$ cat src/rtl/dcmi_capture_pkg.sv
// Shared types for the DCMI capture front-end: FSM states, default geometry
// and the per-pixel marker flags.
package dcmi_pkg;

  typedef enum logic [1:0] {
    IDLE   = 2'd0,
    BLANK  = 2'd1,
    ACTIVE = 2'd2,
    DONE   = 2'd3
  } dcmi_state_e;

  localparam int DEF_H_ACTIVE = 400;
  localparam int DEF_V_ACTIVE = 300;

  typedef struct packed {
    logic sof;
    logic eol;
    logic eof;
  } pix_flags_t;

endpackage

$ cat src/rtl/dcmi_capture_if.sv
// Camera pins plus the outgoing pixel stream. The capture block uses the
// slave view; whatever drives the sensor pins and sinks the pixels uses master.
interface dcmi_capture_if #(
  parameter int DATA_W    = 8,
  parameter int PIX_BYTES = 2
);
  logic [DATA_W-1:0]           data;
  logic                        href;
  logic                        vsync;
  logic [DATA_W*PIX_BYTES-1:0] pix_data;
  logic                        pix_valid;
  logic                        pix_ready;
  logic                        pix_sof;
  logic                        pix_eol;
  logic                        pix_eof;

  modport slave (
    input  data, href, vsync, pix_ready,
    output pix_data, pix_valid, pix_sof, pix_eol, pix_eof
  );

  modport master (
    output data, href, vsync, pix_ready,
    input  pix_data, pix_valid, pix_sof, pix_eol, pix_eof
  );
endinterface

$ cat src/rtl/dcmi_capture_byte_pack.sv
// Byte-to-pixel packer: places each sensor byte into its lane and emits a
// registered one-cycle strobe together with the completed word.
module dcmi_byte_pack #(
  parameter int DATA_W    = 8,
  parameter int PIX_BYTES = 2,
  parameter int MSB_FIRST = 0
) (
  input  logic                        pclk,
  input  logic                        rst_n,
  input  logic [DATA_W-1:0]           data_i,
  input  logic                        take_i,
  output logic [DATA_W*PIX_BYTES-1:0] word_o,
  output logic                        pix_strobe_o,
  output logic                        partial_o
);
  localparam logic [1:0] LAST = 2'(PIX_BYTES - 1);

  logic [1:0]                  idx_q, idx_d, lane;
  logic [DATA_W*PIX_BYTES-1:0] word_q, word_d;
  logic                        strobe_q, strobe_d;

  // Index drops back to zero whenever bytes are not being taken, so every
  // new href high period starts on lane position 0.
  always_comb begin
    idx_d    = idx_q;
    word_d   = word_q;
    strobe_d = 1'b0;
    lane     = (MSB_FIRST != 0) ? (LAST - idx_q) : idx_q;
    if (take_i) begin
      word_d[int'(lane)*DATA_W +: DATA_W] = data_i;
      if (idx_q == LAST) begin
        idx_d    = '0;
        strobe_d = 1'b1;
      end else begin
        idx_d = idx_q + 2'd1;
      end
    end else begin
      idx_d = '0;
    end
  end

  always_ff @(posedge pclk or negedge rst_n) begin
    if (!rst_n) begin
      idx_q    <= '0;
      word_q   <= '0;
      strobe_q <= 1'b0;
    end else begin
      idx_q    <= idx_d;
      word_q   <= word_d;
      strobe_q <= strobe_d;
    end
  end

  assign word_o       = word_q;
  assign pix_strobe_o = strobe_q;
  assign partial_o    = (idx_q != 2'd0);
endmodule

$ cat src/rtl/dcmi_capture.sv
// DCMI capture top: frame FSM, x/y counters, one-entry output register and
// error reporting. Define DCMI_CAPTURE_ERR_EN to build the saturating err_cnt.
//   state  | meaning
//   IDLE   | after reset, waiting for the first vsync
//   BLANK  | vsync high, counters cleared
//   ACTIVE | capturing lines
//   DONE   | all lines seen, href ignored until vsync
module dcmi_capture
  import dcmi_pkg::*;
#(
  parameter int DATA_W    = 8,
  parameter int PIX_BYTES = 2,
  parameter int H_ACTIVE  = DEF_H_ACTIVE,
  parameter int V_ACTIVE  = DEF_V_ACTIVE,
  parameter int MSB_FIRST = 0
) (
  input  logic          pclk,
  input  logic          rst_n,
  dcmi_capture_if.slave bus,
  output logic          frame_done_o,
  output logic          overflow_o,
  output logic          line_err_o,
  output logic [15:0]   err_cnt_o
);
  localparam int PW = DATA_W * PIX_BYTES;
  localparam int XW = $clog2(H_ACTIVE + 1);
  localparam int YW = $clog2(V_ACTIVE + 1);
  localparam logic [XW-1:0] X_END  = XW'(H_ACTIVE);
  localparam logic [XW-1:0] X_LAST = XW'(H_ACTIVE - 1);
  localparam logic [YW-1:0] Y_LAST = YW'(V_ACTIVE - 1);

  dcmi_state_e state_q, state_d;

  logic          href_q;
  logic [XW-1:0] x_q, x_d, x_cnt;
  logic [YW-1:0] y_q, y_d;
  logic          over_q, over_d, over_now;
  logic          out_valid_q, out_valid_d;
  logic [PW-1:0] out_data_q, out_data_d;
  pix_flags_t    out_flags_q, out_flags_d, flags_now;
  logic          frame_done_q, frame_done_d;
  logic          overflow_q, overflow_d;
  logic          line_err_q, line_err_d;

  logic          take, strobe, partial;
  logic [PW-1:0] word;
  logic          pix_in, href_fall, x_full, cand, accept, load, drop;

  assign take = bus.href && (state_q == ACTIVE) && !bus.vsync;

  dcmi_byte_pack #(
    .DATA_W   (DATA_W),
    .PIX_BYTES(PIX_BYTES),
    .MSB_FIRST(MSB_FIRST)
  ) u_pack (
    .pclk        (pclk),
    .rst_n       (rst_n),
    .data_i      (bus.data),
    .take_i      (take),
    .word_o      (word),
    .pix_strobe_o(strobe),
    .partial_o   (partial)
  );

  always_ff @(posedge pclk or negedge rst_n) begin
    if (!rst_n) state_q <= IDLE;
    else        state_q <= state_d;
  end

  always_comb begin
    state_d = state_q;
    case (state_q)
      IDLE:    state_d = IDLE;
      BLANK:   if (!bus.vsync) state_d = ACTIVE;
      ACTIVE:  if (href_fall && (y_q == Y_LAST)) state_d = DONE;
      DONE:    state_d = DONE;
      default: state_d = IDLE;
    endcase
    if (bus.vsync) state_d = BLANK;
  end

  // The packer strobe lags the last byte by one cycle, so on the final pixel
  // of a line the strobe and the href fall coincide; x_cnt/over_now fold the
  // in-flight pixel into the line-length check.
  always_comb begin
    pix_in    = strobe && (state_q == ACTIVE) && !bus.vsync;
    href_fall = (state_q == ACTIVE) && href_q && !bus.href && !bus.vsync;
    x_full    = (x_q == X_END);
    x_cnt     = (pix_in && !x_full) ? x_q + XW'(1) : x_q;
    over_now  = over_q | (pix_in & x_full);
    cand      = pix_in && !x_full;
    accept    = out_valid_q && bus.pix_ready;
    load      = cand && (!out_valid_q || bus.pix_ready);
    drop      = cand && out_valid_q && !bus.pix_ready;

    flags_now.sof = (x_q == '0) && (y_q == '0);
    flags_now.eol = (x_q == X_LAST);
    flags_now.eof = (x_q == X_LAST) && (y_q == Y_LAST);

    x_d    = x_cnt;
    over_d = over_now;
    y_d    = y_q;
    if (href_fall) begin
      x_d    = '0;
      over_d = 1'b0;
      y_d    = y_q + YW'(1);
    end
    if ((state_q != ACTIVE) || bus.vsync) begin
      x_d    = '0;
      over_d = 1'b0;
      y_d    = '0;
    end

    out_valid_d = out_valid_q;
    out_data_d  = out_data_q;
    out_flags_d = out_flags_q;
    if (accept) out_valid_d = 1'b0;
    if (load) begin
      out_valid_d = 1'b1;
      out_data_d  = word;
      out_flags_d = flags_now;
    end

    frame_done_d = accept && out_flags_q.eof;
    overflow_d   = bus.vsync ? 1'b0 : (overflow_q | drop);
    line_err_d   = href_fall && ((x_cnt != X_END) || over_now || partial);
  end

  always_ff @(posedge pclk or negedge rst_n) begin
    if (!rst_n) begin
      href_q       <= 1'b0;
      x_q          <= '0;
      y_q          <= '0;
      over_q       <= 1'b0;
      out_valid_q  <= 1'b0;
      out_data_q   <= '0;
      out_flags_q  <= '0;
      frame_done_q <= 1'b0;
      overflow_q   <= 1'b0;
      line_err_q   <= 1'b0;
    end else begin
      href_q       <= bus.href;
      x_q          <= x_d;
      y_q          <= y_d;
      over_q       <= over_d;
      out_valid_q  <= out_valid_d;
      out_data_q   <= out_data_d;
      out_flags_q  <= out_flags_d;
      frame_done_q <= frame_done_d;
      overflow_q   <= overflow_d;
      line_err_q   <= line_err_d;
    end
  end

`ifdef DCMI_CAPTURE_ERR_EN
  logic [15:0] err_cnt_q, err_cnt_d;
  logic [16:0] err_sum;

  always_comb begin
    err_sum   = {1'b0, err_cnt_q} + 17'(line_err_d) + 17'(drop);
    err_cnt_d = err_sum[16] ? 16'hFFFF : err_sum[15:0];
  end

  always_ff @(posedge pclk or negedge rst_n) begin
    if (!rst_n) err_cnt_q <= '0;
    else        err_cnt_q <= err_cnt_d;
  end

  assign err_cnt_o = err_cnt_q;
`else
  assign err_cnt_o = '0;
`endif

  assign bus.pix_data  = out_data_q;
  assign bus.pix_valid = out_valid_q;
  assign bus.pix_sof   = out_flags_q.sof;
  assign bus.pix_eol   = out_flags_q.eol;
  assign bus.pix_eof   = out_flags_q.eof;
  assign frame_done_o  = frame_done_q;
  assign overflow_o    = overflow_q;
  assign line_err_o    = line_err_q;
endmodule

$ cat src/flat_wrapper.sv
// flat-port wrapper written by rule: the top's interface ports become plain ports
module dcmi_capture_flat import dcmi_pkg::*;
#(
  parameter int DATA_W    = 8,
  parameter int PIX_BYTES = 2,
  parameter int H_ACTIVE  = DEF_H_ACTIVE,
  parameter int V_ACTIVE  = DEF_V_ACTIVE,
  parameter int MSB_FIRST = 0
)
  (pclk, rst_n, frame_done_o, overflow_o, line_err_o, err_cnt_o, bus_data, bus_href, bus_vsync, bus_pix_ready, bus_pix_data, bus_pix_valid, bus_pix_sof, bus_pix_eol, bus_pix_eof);
  dcmi_capture_if #(.DATA_W(DATA_W), .PIX_BYTES(PIX_BYTES)) bus_i ();
  input  logic pclk;
  input  logic rst_n;
  output logic frame_done_o;
  output logic overflow_o;
  output logic line_err_o;
  output logic [15:0] err_cnt_o;
  input wire logic [$bits(bus_i.data)-1:0] bus_data;
  input wire logic [$bits(bus_i.href)-1:0] bus_href;
  input wire logic [$bits(bus_i.vsync)-1:0] bus_vsync;
  input wire logic [$bits(bus_i.pix_ready)-1:0] bus_pix_ready;
  output wire logic [$bits(bus_i.pix_data)-1:0] bus_pix_data;
  output wire logic [$bits(bus_i.pix_valid)-1:0] bus_pix_valid;
  output wire logic [$bits(bus_i.pix_sof)-1:0] bus_pix_sof;
  output wire logic [$bits(bus_i.pix_eol)-1:0] bus_pix_eol;
  output wire logic [$bits(bus_i.pix_eof)-1:0] bus_pix_eof;
  assign bus_i.data = bus_data;
  assign bus_i.href = bus_href;
  assign bus_i.vsync = bus_vsync;
  assign bus_i.pix_ready = bus_pix_ready;
  assign bus_pix_data = bus_i.pix_data;
  assign bus_pix_valid = bus_i.pix_valid;
  assign bus_pix_sof = bus_i.pix_sof;
  assign bus_pix_eol = bus_i.pix_eol;
  assign bus_pix_eof = bus_i.pix_eof;
  dcmi_capture #(.DATA_W(DATA_W), .PIX_BYTES(PIX_BYTES), .H_ACTIVE(H_ACTIVE), .V_ACTIVE(V_ACTIVE), .MSB_FIRST(MSB_FIRST)) u_core (.pclk(pclk), .rst_n(rst_n), .bus(bus_i), .frame_done_o(frame_done_o), .overflow_o(overflow_o), .line_err_o(line_err_o), .err_cnt_o(err_cnt_o));
endmodule
$ cat config.mk
export PLATFORM = sky130hd
export DESIGN_NAME = dcmi_capture_flat
export DESIGN_NICKNAME = d
export VERILOG_FILES = /design/src/rtl/dcmi_capture_pkg.sv /design/src/rtl/dcmi_capture_if.sv /design/src/rtl/dcmi_capture_byte_pack.sv /design/src/rtl/dcmi_capture.sv /design/src/flat_wrapper.sv
export SDC_FILE = /design/constraint.sdc
export NUM_CORES = 1
export LEC_CHECK = 0
export CORE_UTILIZATION = 45
export DETAILED_ROUTE_END_ITERATION = 6
export HOLD_SLACK_MARGIN = 0.02
export PLACE_DENSITY_LB_ADDON = 0.1
export SETUP_SLACK_MARGIN = 0.5
export SYNTH_ARGS = -nofsm -noshare
export SYNTH_HDL_FRONTEND = slang
export SYNTH_SLANG_ARGS = --single-unit
$ cat constraint.sdc
create_clock -name pclk -period 4 [get_ports pclk]
set_clock_uncertainty 0.1 [all_clocks]
set_input_delay 0.6 -clock pclk [delete_from_list [all_inputs] [get_ports pclk]]
set_output_delay 0.6 -clock pclk [all_outputs]
set_load 0.1 [all_outputs]
==> flow_metrics.tcl, run 1 <==
set metrics [dict create \
    status "complete, no violations" \
    startpoint_type "register" \
    crit_buf_inv 1 \
    synth_area_leader_cell "dfrtp_1" \
    whs_ns 0.238 \
    crit_path_max_incr_delay_ns 1.14 \
    area_growth_pct 17.8 \
    end_kind "primary output" \
    antenna_cells 0 \
    synth.top_cell.area_share 0.522 \
    grt_setup_unrepaired "false" \
    worstHoldPathType "input port to async pin" \
    ctsHoldBuffers 0 \
    num_rows 29 \
    drv_slew 0 \
    drc 0 \
    use_met2 0.278 \
    async_flop_share 1.00 \
    ys_top_cells_by_area "dfrtp_1, nand2_1, mux2_1, buf_4, ha_1" \
    p_int_mw 1.06 \
    p_comb_frac 0.091 \
    clock_sink_count 64 \
    mostFrequentLayoutCell "dfrtp_1" \
    gp_congestion 0.776 \
    clkTransAtPathRegs_ns 0.07 \
    worstPathRequired_ns 3.30 \
    seqPwrFrac 0.486 \
    path_delay_family "buffers and inverters" \
    antenna_found_initial 0 \
    cp_slowest_cell "clkdlybuf4s50_1" \
    cap_viol_max_count 0 \
    fin_crit_ns 2.55 \
    clk_latency_ns 0.33 \
    synth.avg_cell_area_sq_um 10.5 \
    wirelength_microns 5730 \
    drt_iter0_drc 91 \
    critPathMaxFanout 2 \
    layout_common_cells "dfrtp_1, nand2_1, clkdlybuf4s50_1" \
    drtAntennaViolNets 0 \
    ctsHtreeMaxLevel 3 \
    cts_max_path_buffers 2 \
    vias 2101 \
    drive_gt1_frac 0.0723 \
    synth_ff_type "dfrtp_1" \
    grt_util_met1 0.226 \
    power_frac_clock 0.423 \
    synth_cell_types 43 \
    pwr_density_cell_mw_per_mm2 389 \
    avgRoutedWirePerCell_microns 14.0 \
    grtUsageMet3 0.0619 \
    root_buffer "clkbuf_8" \
    num_io_pins 52 \
    setup_tns_ns 0 \
    synth-seq-area-share 0.522 \
    grt_pass1_wl_microns 9580 \
    die_h_microns 84.5 \
    tightestPinTransition_ns 0.973 \
    post-place-cells 395 \
    crit_chain "clkdlybuf4s50_1" \
    netlist_area_sq_mm 0.00307 \
    grt_pass1_vias 2015 \
    top_usage_layer "met2" \
    dieArea_sq_mm 0.00715 \
    grtUsageTotal 0.177 \
    synth-seq-cells 64 \
    cts_tree "yes" \
    grt-ovfl-total 0 \
    synthCells 292 \
    grt_max_degree 35 \
    power_leakage_nw 1.69 \
    dp_hpwl_microns 4050 \
    finish.utilization 0.559 \
    critPathKind "register to primary output" \
    finalSetupViolations 0 \
    peakVddDrop_v 0.000246 \
    maxSlewHeadroom 0.349 \
    timing.final.hold_violations 0 \
    post_cts_buffers 0 \
    cts-resized-gates 0 \
    drt_first_pass_iters 4 \
    start_util 0.475 \
    vias_per_cell 5.14 \
    core_sq_mm 0.00646 \
    fmax_mhz 392 \
    final_cells 409 \
    sw_frac_of_total 0.248 \
    fillCellCount 591 \
    port_buffers 35 \
    synth_enable_flop_cells 0 \
    p_switching_mw 0.349 \
    yosysWarnings 0 \
    critical_path_arrival_ns 1.85 \
    cts_made_buffers 9 \
    die_w_microns 84.5 \
    nets 350 \
    fin_crit_sh 0.638 \
]
-- kinds of logic (layout without fill, tap and decap cells) --
kind of cell             count (synthesis)  count (layout)  share of synthesized area
AO/OA/AOI/OAI                           31              31                     0.0653
multiplexers                            18              18                     0.0653
other                                    1              16                    0.00122
XOR/XNOR                                17              17                     0.0486
flip-flops                              64              64                      0.522
buffers and inverters                   34              59                     0.0690
adder cells (fa/ha/maj)                  8               8                     0.0327
AND/OR/NAND/NOR                        119             119                      0.196
-- stage by stage --
step	worst slack, ns	instance area (sq um)	power [mW]
2_1_floorplan	1.80	3120	0.797
3_3_place_gp	1.35	3400	0.823
3_5_place_dp	1.32	3400	0.825
4_1_cts	1.43	3610	1.42
5_1_grt	1.40	3610	1.46
6_report	1.45	3610	1.40
-- worst reg2reg max path, stage by stage (launching register included) --
cell     delay [ns]
dfrtp_1        0.42
inv_1          0.12
ha_1           0.15
or4b_4         0.51
o21ai_4        0.28
or2b_4         0.37
mux2_2         0.37
-- metal layers --
metal  share of wire  up-vias
li1                -     1030
met1            0.46     1022
met2            0.47       41
met3           0.052        8
met4           0.015        0
met5               0        -
-- Yosys cell counts, types with 2 or more instances --
master and n:
a21oi_1 3, and3_1 5, and4_1 5, buf_4 16, buf_6 3, clkbuf_1 7, dfrtp_1 64, ha_1 8
inv_1 7, mux2_1 14, mux2_2 2, mux2i_1 2, nand2_1 45, nand2b_1 5, nand3_1 11, nand4_1 2
nand4b_1 2, nor2_1 26, nor2b_1 2, nor3b_1 2, nor4_1 2, nor4b_1 2, o21ai_0 20, o31ai_1 2
or3_1 2, xnor2_1 6, xor2_1 11
-- power by group through the flow --
stage	clock, mW	combinational, mW	sequential, mW
after detailed placement	0	0.130	0.695
after global routing	0.636	0.140	0.686
final	0.594	0.127	0.683
after floorplan	0	0.103	0.694
after global placement	0	0.128	0.695
after CTS	0.611	0.130	0.683
-- registers in the layout, summed over array words and instances, names as in the netlist, 2 cells and up --
name                  count
u_core.x_q                9
u_core.state_q            2
u_core.u_pack.word_o     16
u_core.u_pack.idx_q       2
u_core.y_q                9
u_core.bus.pix_data      16
-- worst paths after layout --
| path | start | to | slack [ns] | cells after the start |
|---|---|---|---|---|
| max reg2reg | u_core.x_q[0] | u_core.bus.pix_data[7] | 1.56 | 6 |
| min | rst_n | u_core.x_q[4] | 0.24 | 1 |
| min in group pclk | u_core.u_pack.word_o[5] | u_core.u_pack.word_o[5] | 0.38 | 2 |
| min reg2reg | u_core.u_pack.word_o[5] | u_core.u_pack.word_o[5] | 0.38 | 2 |
| max | u_core.bus.pix_data[1] | bus_pix_data[1] | 1.45 | 1 |
| max in group asynchronous | rst_n | u_core.u_pack.idx_q[1] | 2.80 | 2 |
-- layout make-up --
cell class,count,area [sq um],area share
clock buffer,11,141,0.0392
clock inverter,3,67.6,0.0187
sequential,64,1600,0.444
tap,77,96.3,0.0267
inverter,7,26.3,0.00728
timing repair buffer,38,368,0.102
multi-input combinational,209,1310,0.363
Note: power is estimated with default switching activity, not from simulation.
==> inputs of run 2 (changes only) <==
==> constraint.sdc (replaced) <==
create_clock -name pclk -period 2.35 [get_ports pclk]
set_clock_uncertainty 0.1 [all_clocks]
set_input_delay 0.3525 -clock pclk [delete_from_list [all_inputs] [get_ports pclk]]
set_output_delay 0.3525 -clock pclk [all_outputs]
set_load 0.1 [all_outputs]
==> run 2 against run 1 <==
Against the previous run: clock power grew 61%; via count grew 4.4%; critical endpoint is now u_core.bus.pix_data[10]; the run now ends with design-rule violations left; utilization grew 3.8 points; design area grew 6.8%; sequential cell count is the same; first-iteration DRC count grew 36%; clock-buffer cell count shrank 1; combinational power grew 81%; setup slack lost 1.2 ns.
==> flow_metrics.tcl, run 2 (synthesis gave the netlist of run 1 again) <==
set metrics [dict create \
    status "complete, but fails checks" \
    violations "design-rule violations" \
    antenna_found_initial 0 \
    rr_worst_depth 6 \
    p_int_mw 1.71 \
    sw_frac_of_total 0.271 \
    p_switching_mw 0.636 \
    critPathKind "register to register" \
    setup_tns_ns 0 \
    fmax_mhz 469 \
    layout_common_cells "dfrtp_1, nand2_1, buf_4" \
    critical_path_arrival_ns 2.25 \
    met2_length_microns 2820 \
    whs_ns 0.384 \
    drive_gt1_frac 0.273 \
    finalSetupViolations 0 \
    mostFrequentLayoutCell "dfrtp_1" \
    dieArea_sq_mm 0.00715 \
    die_h_microns 84.5 \
    critPathMaxFanout 6 \
    min_from "u_core.u_pack.word_o[4]" \
    power_frac_clock 0.406 \
    end_kind "register" \
    drtAntennaViolNets 0 \
    ctsHtreeMaxLevel 3 \
    placed_cell_area_sq_mm 0.00346 \
    fin_crit_ns 2.13 \
    cts_made_buffers 9 \
    startpoint_type "register" \
    antenna_cells 0 \
    dp_hpwl_microns 4290 \
    final_area_sq_mm 0.00385 \
    whs_endpoint "u_core.u_pack.word_o[4]" \
    gp_congestion 0.807 \
    r2r_start "u_core.x_q[1]" \
    num_rows 29 \
    p_comb_frac 0.098 \
    wirelength_microns 6430 \
    peakVddDrop_v 0.000340 \
    fin_crit_sh 0.907 \
    worstHoldPathType "register to register" \
    grt_setup_unrepaired "true" \
    power_leakage_nw 1.91 \
    num_io_pins 52 \
    tightestPinTransition_ns 0.640 \
    avgRoutedWirePerCell_microns 14.9 \
    cts_tree "yes" \
    vias 2193 \
    hold_depth 2 \
    core_sq_mm 0.00646 \
    root_buffer "clkbuf_8" \
    drt_first_pass_iters 7 \
    maxSlewHeadroom 0.574 \
    grt_pass1_vias 2187 \
    cap_viol_max_count 0 \
    drc 5 \
    r2r_end "u_core.bus.pix_data[10]" \
    grt_pass1_wl_microns 10800 \
    timing.final.hold_violations 0 \
    worstPathRequired_ns 2.47 \
    startpoint "u_core.x_q[1]" \
    rrSetupSlack_ns 0.22 \
    grt-ovfl-total 0 \
    wl_met1_microns 3310 \
    grt_max_degree 39 \
    clock_sink_count 64 \
    nets 371 \
    clk_latency_ns 0.33 \
    start_util 0.475 \
    port_buffers 35 \
    finish.utilization 0.597 \
    grtUsageTotal 0.197 \
    die_w_microns 84.5 \
    area_growth_pct 25.8 \
    drv_slew 0 \
    highest_layer "met4" \
    seqPwrFrac 0.496 \
    drt_iter0_drc 124 \
    clkTransAtPathRegs_ns 0.07 \
    pwr_density_cell_mw_per_mm2 610 \
    cts_max_path_buffers 2 \
    route.met3.wl_microns 179 \
    vias_per_cell 5.08 \
]
run 2: critical path: stages, from the launching register on:
cell and delay, ns:
dfrtp_1 0.40, inv_2 0.08, ha_4 0.12, or4b_4 0.50
o21ai_4 0.24, or2b_4 0.26, mux2_4 0.31
run 2: power groups by stage:
stage	logic (mW)	registers, mW	clock network, mW
final	0.230	1.16	0.955
after detailed placement	0.225	1.19	0
after global placement	0.225	1.18	0
after CTS	0.228	1.16	0.984
after floorplan	0.177	1.18	0
after global routing	0.249	1.17	1.03
run 2: worst max-delay path by stage:
stage	endpoint	slack, ns	cells past startpoint
5_1_grt	u_core.bus.pix_data[6]	0.14	6
4_1_cts	u_core.bus.pix_data[10]	0.20	6
3_3_place_gp	u_core.line_err_o	0.06	8
6_report	u_core.bus.pix_data[10]	0.22	6
2_1_floorplan	u_core.bus.pix_data[0]	0.20	7
3_5_place_dp	u_core.bus.pix_data[9]	0.02	6
run 2: layout make-up:
cell class	instances	area, sq um
inverters	7	26.3
clock inverters	6	68.8
multi-input cells	211	1440
flip-flops and latches	64	1600
clock buffers	10	138
well taps	77	96.3
repair buffers	57	479
fillers	574	2600
run 2: layer usage:
layer | GRT usage | vias to the layer above
li1 | - | 1076
met1 | 0.286 | 1070
met2 | 0.290 | 38
met3 | 0.0324 | 9
met4 | 0.0924 | 0
met5 | 0 | -
run 2: what timing repair did:
item,in CTS,in global routing
hold endpoints to repair,26,0
resized for setup,22,10
setup endpoints to repair,24,37
cloned,2,0
setup buffers,5,2
hold buffers,1,0
pin swaps,4,4
run 2: through the flow:
stage | cells | setup WS, ns | total power, mW
global route | 432 | 0.138 | 2.45
floorplan | 307 | 0.204 | 1.36
CTS | 430 | 0.201 | 2.38
detailed placement | 406 | 0.0230 | 1.41
global placement | 406 | 0.0611 | 1.41
finish | 432 | 0.218 | 2.35
==> inputs of run 3 (changes only) <==
--- a/config.mk
+++ b/config.mk
@@ -5,6 +5,7 @@
 export SDC_FILE = /design/constraint.sdc
 export NUM_CORES = 1
 export LEC_CHECK = 0
+export CORE_MARGIN = 2
 export CORE_UTILIZATION = 45
 export DETAILED_ROUTE_END_ITERATION = 6
 export HOLD_SLACK_MARGIN = 0.02
==> run 3 against run 2 <==
Against the previous run: largest cell class unchanged; die area grew 4.8%; largest power group unchanged; the flow now finishes without violations; total power up 0.21%; first-iteration DRC count fell by 24%; setup slack better by 0.031 ns; utilization fell by 1.2 points; hold slack lost 0.11 ns; design area increased by 1.4%; maximum frequency rose by 1.5%; sequential cell count did not move; clock power rose by 0.4%; final cell count is 1.4% higher; register-to-register slack better by 0.03 ns; critical endpoint is now u_core.bus.pix_data[9].
==> flow_metrics.tcl, run 3 (synthesis gave the netlist of run 1 again) <==
set metrics [dict create \
    status "complete, no violations" \
    antenna_found_initial 0 \
    vias_per_cell 4.92 \
    vias 2155 \
    setup_tns_ns 0 \
    fillCellCount 576 \
    grt_pass1_wl_microns 10700 \
    layout_common_cells "dfrtp_1, nand2_1, buf_4" \
    fmax_mhz 476 \
    timing.final.hold_violations 0 \
    grt_setup_unrepaired "true" \
    start_util 0.459 \
    drtAntennaViolNets 0 \
    avgRoutedWirePerCell_microns 14.8 \
    die_w_microns 86.5 \
    peakVddDrop_v 0.000357 \
    whs_ns 0.269 \
    drt_iter0_drc 94 \
    num_io_pins 52 \
    power_leakage_nw 1.94 \
    gp_congestion 0.806 \
    drt_first_pass_iters 4 \
    clk_latency_ns 0.33 \
    grt_pass1_vias 2191 \
    dp_hpwl_microns 4200 \
    critPathKind "register to register" \
    critPathMaxFanout 6 \
    pwr_density_cell_mw_per_mm2 603 \
    grt_max_degree 65 \
    cts_max_path_buffers 2 \
    drc 0 \
    wirelength_microns 6480 \
    die_h_microns 86.5 \
    min_from "bus_vsync" \
    fin_crit_ns 2.10 \
    grtUsageTotal 0.185 \
    startpoint_type "register" \
    worstPathRequired_ns 2.46 \
    cap_viol_max_count 0 \
    startpoint "u_core.x_q[1]" \
    clock_sink_count 64 \
    finalSetupViolations 0 \
    grt-ovfl-total 0 \
    num_rows 30 \
    dieArea_sq_mm 0.00749 \
    antenna_cells 0 \
    fin_crit_sh 0.894 \
    nets 374 \
    worstHoldPathType "input port to register" \
    end_kind "register" \
    cts_tree "yes" \
    fin_total_pwr_mw 2.35 \
    critical_path_arrival_ns 2.22 \
    root_buffer "clkbuf_8" \
    ctsHtreeMaxLevel 3 \
    port_buffers 35 \
    area_growth_pct 27.5 \
    drv_slew 0 \
    clkTransAtPathRegs_ns 0.07 \
    r2r_start "u_core.x_q[1]" \
    core_sq_mm 0.00668 \
    mostFrequentLayoutCell "dfrtp_1" \
    drive_gt1_frac 0.285 \
    cts_made_buffers 9 \
]
[run 3: changes by cell type in the layout (fill, tap and decap cells not counted), sizes merged]
cell	previous run	this run
buf	45	48
dlymetal6s2s	0	1
clkdlybuf4s50	11	10
[run 3: critical path, stage by stage (launching register included)]
cell	delay [ns]
dfrtp_1	0.40
inv_2	0.08
ha_4	0.12
or4b_4	0.49
o21ai_4	0.21
or2b_4	0.25
mux2_4	0.32
[run 3: layout make-up]
class                           count  area, sq um  share of cell area
Tap cell                           80          100              0.0256
Clock buffer                       10          138              0.0352
Inverter                            7         26.3             0.00672
Clock inverter                      6         68.8              0.0176
Timing Repair Buffer               60          515               0.132
Sequential cell                    64         1600               0.410
Multi-Input combinational cell    211         1460               0.373
[run 3: repair_timing]
action,4_1_cts,5_1_grt
endpoints found under the setup margin,28,48
pin swaps,7,5
hold buffers,1,0
cloned,2,0
endpoints found under the hold margin,64,0
resized for setup,29,9
setup buffers,8,4
[run 3: metrics by stage]
step	instance area, sq um	worst slack (ns)	util	instances
final	3910	0.249	0.585	438
after global routing	3910	0.189	0.585	438
after CTS	3840	0.227	0.575	434
after detailed placement	3450	0.0224	0.516	407
after global placement	3450	0.0463	0.516	407
after floorplan	3140	0.204	-	307
[run 3: metal layers]
| metal | routed length [microns] | share of wire | vias up | track usage |
|---|---|---|---|---|
| met3 | 246 | 0.038 | 8 | 0.0333 |
| met1 | 3230 | 0.50 | 1026 | 0.271 |
| met5 | 0 | 0 | - | 0 |
| met4 | 103 | 0.016 | 0 | 0.0724 |
| met2 | 2900 | 0.45 | 45 | 0.273 |
| li1 | - | - | 1076 | - |
[run 3: path summary, 6_finish.rpt]
check                           slack, ns  depth (start not counted)                       to
worst min register to register       0.39                          2  u_core.u_pack.word_o[3]
worst max register to register       0.25                          6   u_core.bus.pix_data[9]
max in group asynchronous            1.41                          3  u_core.u_pack.word_o[2]
min in group asynchronous            0.45                          3      u_core.frame_done_o
worst min-delay path                 0.27                          3        u_core.overflow_o
worst max-delay path                 0.25                          6   u_core.bus.pix_data[9]
[run 3: power by group]
part | internal, mW | leakage (nW) | switching, mW | total, mW
Clock | 0.522 | 0.102 | 0.438 | 0.959
Combinational | 0.0520 | 0.956 | 0.180 | 0.232
Sequential | 1.14 | 0.878 | 0.0230 | 1.16
